File: src/rtl/encoder_148.sv
// Registered 8-to-3 active-low priority encoder with the 74HC148 pinout.
// Inputs are decoded combinationally and every output is a flop, so latency is one cycle.
module encoder_148 (
  input  logic       clk,
  input  logic       rst,
  input  logic [7:0] DataIn,
  output logic       EO,
  output logic [2:0] Dataout,
  input  logic       EI,
  output logic       GS
);

  logic [2:0] dataout_d, dataout_q;
  logic       gs_d, gs_q;
  logic       eo_d, eo_q;
  logic [2:0] code;

  // Ascending scan so the highest active (low) request index wins.
  always_comb begin
    code = 3'd0;
    for (int i = 0; i < 8; i++) begin
      if (!DataIn[i]) begin
        code = 3'(i);
      end
    end
  end

  always_comb begin
    dataout_d = 3'b111;
    gs_d      = 1'b1;
    eo_d      = 1'b1;
    if (!EI) begin
      if (&DataIn) begin
        eo_d = 1'b0;
      end else begin
        gs_d      = 1'b0;
        dataout_d = ~code;
      end
    end
  end

  always_ff @(posedge clk) begin
    if (rst) begin
      dataout_q <= 3'b111;
      gs_q      <= 1'b1;
      eo_q      <= 1'b1;
    end else begin
      dataout_q <= dataout_d;
      gs_q      <= gs_d;
      eo_q      <= eo_d;
    end
  end

  assign Dataout = dataout_q;
  assign GS      = gs_q;
  assign EO      = eo_q;

endmodule

File: config.mk
export PLATFORM = sky130hd
export DESIGN_NAME = encoder_148
export DESIGN_NICKNAME = d
export VERILOG_FILES = /design/src/rtl/encoder_148.sv
export SDC_FILE = /design/constraint.sdc
export NUM_CORES = 1
export LEC_CHECK = 0
export CAP_MARGIN = 0
export CORE_AREA = 2 2 39 41
export DETAILED_ROUTE_END_ITERATION = 10
export DIE_AREA = 0 0 41 43
export GPL_ROUTABILITY_DRIVEN = 1
export SETUP_SLACK_MARGIN = 0.2
export SLEW_MARGIN = 20
export SYNTH_ARGS = -nofsm -noshare
export SYNTH_HDL_FRONTEND = slang
export SYNTH_SLANG_ARGS = --single-unit
export TNS_END_PERCENT = 50
File: constraint.sdc
create_clock -name clk -period 0.9 [get_ports clk]
set_input_delay 0.18 -clock clk [delete_from_list [all_inputs] [get_ports clk]]
set_output_delay 0.18 -clock clk [all_outputs]
set_load 0.02 [all_outputs]
==> reports/results.tsv <==
metric	value	unit
worst vdd ir	0.2364	mV
worst hold path type	input pin to register	
LEAKAGE	0.1952	nW
RD Place Congestion	0.6947	
crit path max fanout	1	
Max Freq	1.188	GHz
DIE AREA	1763	sq um
Synth Instances	21	
syn avg cell area	9.116	sq um
pre-CTS WS	-0.3267	ns
number of global-route vias before repair	208	
CP delay by family, top	flip-flops	
Post-synth EDFFs	0	
Crit path required time	0.72	ns
Die Y	43	microns
status	finished, final reports clean	
DRC Markers	0	
most common cell in the netlist	dfxtp_1	
CP Capture Type	output port	
distinct cell type count after synthesis	13	
gr usage total	0.05930	
startpoint types	register	
Clock Sinks	5	
final WL	421	microns
share of the yosys chip area belonging to registers	0.5229	
1st-iter DRT viols	1	
CORE AREA	1384	sq um
Synth warnings	0	
CTS root buffer	clkbuf_4	
drt pass-1 iters	2	
ANT cells	0	
CP cell instances	buf_6	
Post-synth top cells	dfxtp_1 (5), nand2_1 (4), nor2_1 (2)	
top cells by area, synth	dfxtp_1 (52%), nand2_1 (7.8%), nand4_2 (6.5%), a31o_1 (4.6%), o21ai_2 (4.6%)	
net count after synthesis	32	
Slew HR	0.9121	
Slowest cell on crit path	dfxtp_2	
Initial Util	0.1383	
Via-to-Cell Ratio	3.820	
final setup fails	0	
Reg clk slew, reported paths	0.04	ns
CP arrival	0.66	ns
DR vias	233	
number of cell rows	14	
final hold violation count	0	
share of layout cells above drive strength 1	0.5778	
power density cells	1426	nW/um^2
H-tree depth	1	
WP buf/inv	1	
Setup Crit Path Kind	register to output port	
gr ovfl total	0	
initial antenna violation count	0	
Slew Viols, Final	0	
minimum clock period	0.8419	ns
area added between synthesis and finish	117.0	%
period utilization	0.9354	
TritonCTS clock tree	yes	
first-pass GRT wire length	690	microns
Final #Nets	57	
Hold Slack	0.1887	ns
Die X	41	microns
Post-DRT Antenna Nets	0	
Setup WS post-layout	0.05814	ns
max cap viols	0	
measured slew at the worst slew-check pin	0.1314	ns
top_reg_cell synth	dfxtp_1	
Max clock buf depth	2	
hpwl dp	372.6	microns
largest net degree at the start of global routing	4	
Mapped Area	191.4	sq um
Port Buffers	15	
Async SR Flop Fraction	0	
post-synth top area share	0.5229	
IO Pins	16	
TritonCTS Buffers	3	
post-DR wirelength/cell	6.902	microns
#FFs+latches synth	5	
crit-path max cell delay	0.31	ns
post-synth top area cell	dfxtp_1	
RSZ-0062 raised after global routing	yes	
-- state kept, by name (all words and copies together), names as in the netlist --
| register | flops |
|---|---|
| Dataout | 3 |
| GS | 1 |
| EO | 1 |
-- logic make-up (layout without fill, tap and decap cells) --
family                 count (synthesis)  in the layout  share of synthesized area
and+or+nand+nor                       10             10                     0.2745
AOI/OAI and AO/OA                      5              5                     0.1830
DFF                                    5              5                     0.5229
buffers and inverters                  1             25                    0.01959
-- cells in the final DEF, fill, tap and decap left out, drive strengths merged --
| cell | Yosys | final |
|---|---|---|
| dlymetal6s2s | 0 | 1 |
| a31o | 1 | 1 |
| buf | 0 | 10 |
| a21oi | 1 | 1 |
| inv | 1 | 1 |
| dfxtp | 5 | 5 |
| clkdlybuf4s15 | 0 | 2 |
| o21ai | 2 | 2 |
| dlygate4sd2 | 0 | 2 |
| nand2 | 4 | 4 |
| o21bai | 1 | 1 |
| nand3 | 1 | 1 |
| nor2 | 2 | 2 |
| nand2b | 1 | 1 |
| clkbuf | 0 | 9 |
| nand4 | 2 | 2 |
-- final cells by class --
cell class	count	area, sq um
Multi-Input combinational cell	15	90.09
Inverter	1	3.754
Sequential cell	5	106.4
Timing Repair Buffer	20	168.9
Clock buffer	4	26.28
Tap cell	16	20.02
Fill cell	156	968.4
-- repair_timing --
action,CTS,global route
hold buffers,0,0
pin swaps,4,4
buffers inserted,0,1
gates cloned,0,0
gates resized for setup,44,14
endpoints found under the setup margin,10,10
-- metal layers --
layer  wire length [microns]  part of all wire  vias to the layer above  track usage
li1                        -                 -                      122            -
met1                     167              0.40                       98      0.05806
met2                     208              0.49                       11      0.09063
met3                      29             0.069                        2            0
met4                      16             0.038                        0      0.08000
met5                       0                 0                        -            0
-- stage by stage --
step / utilization / TNS [ns] / instance area, sq um / power [mW] / instances
final: 0.3002 / 0 / 415.4 / 0.5922 / 61
after global routing: 0.3002 / 0 / 415.4 / 0.6288 / 61
after CTS: 0.3047 / 0 / 421.7 / 0.6121 / 60
after detailed placement: 0.2848 / -2.093 / 394.1 / 0.3580 / 56
after global placement: 0.2848 / -2.029 / 394.1 / 0.3576 / 56
after floorplan: - / 0 / 193.9 / 0.2718 / 21
-- where the power goes --
part	leakage (nW)	internal (mW)	switching (mW)	total (mW)
sequential	0.0398	0.235	0.00406	0.239
clock	0.0150	0.167	0.0816	0.249
combinational	0.140	0.0607	0.0443	0.105
-- final timing paths --
path | from | to | cells past startpoint
min | EI | GS | 3
max | GS | GS | 1
(Power assumes the default switching activity.)
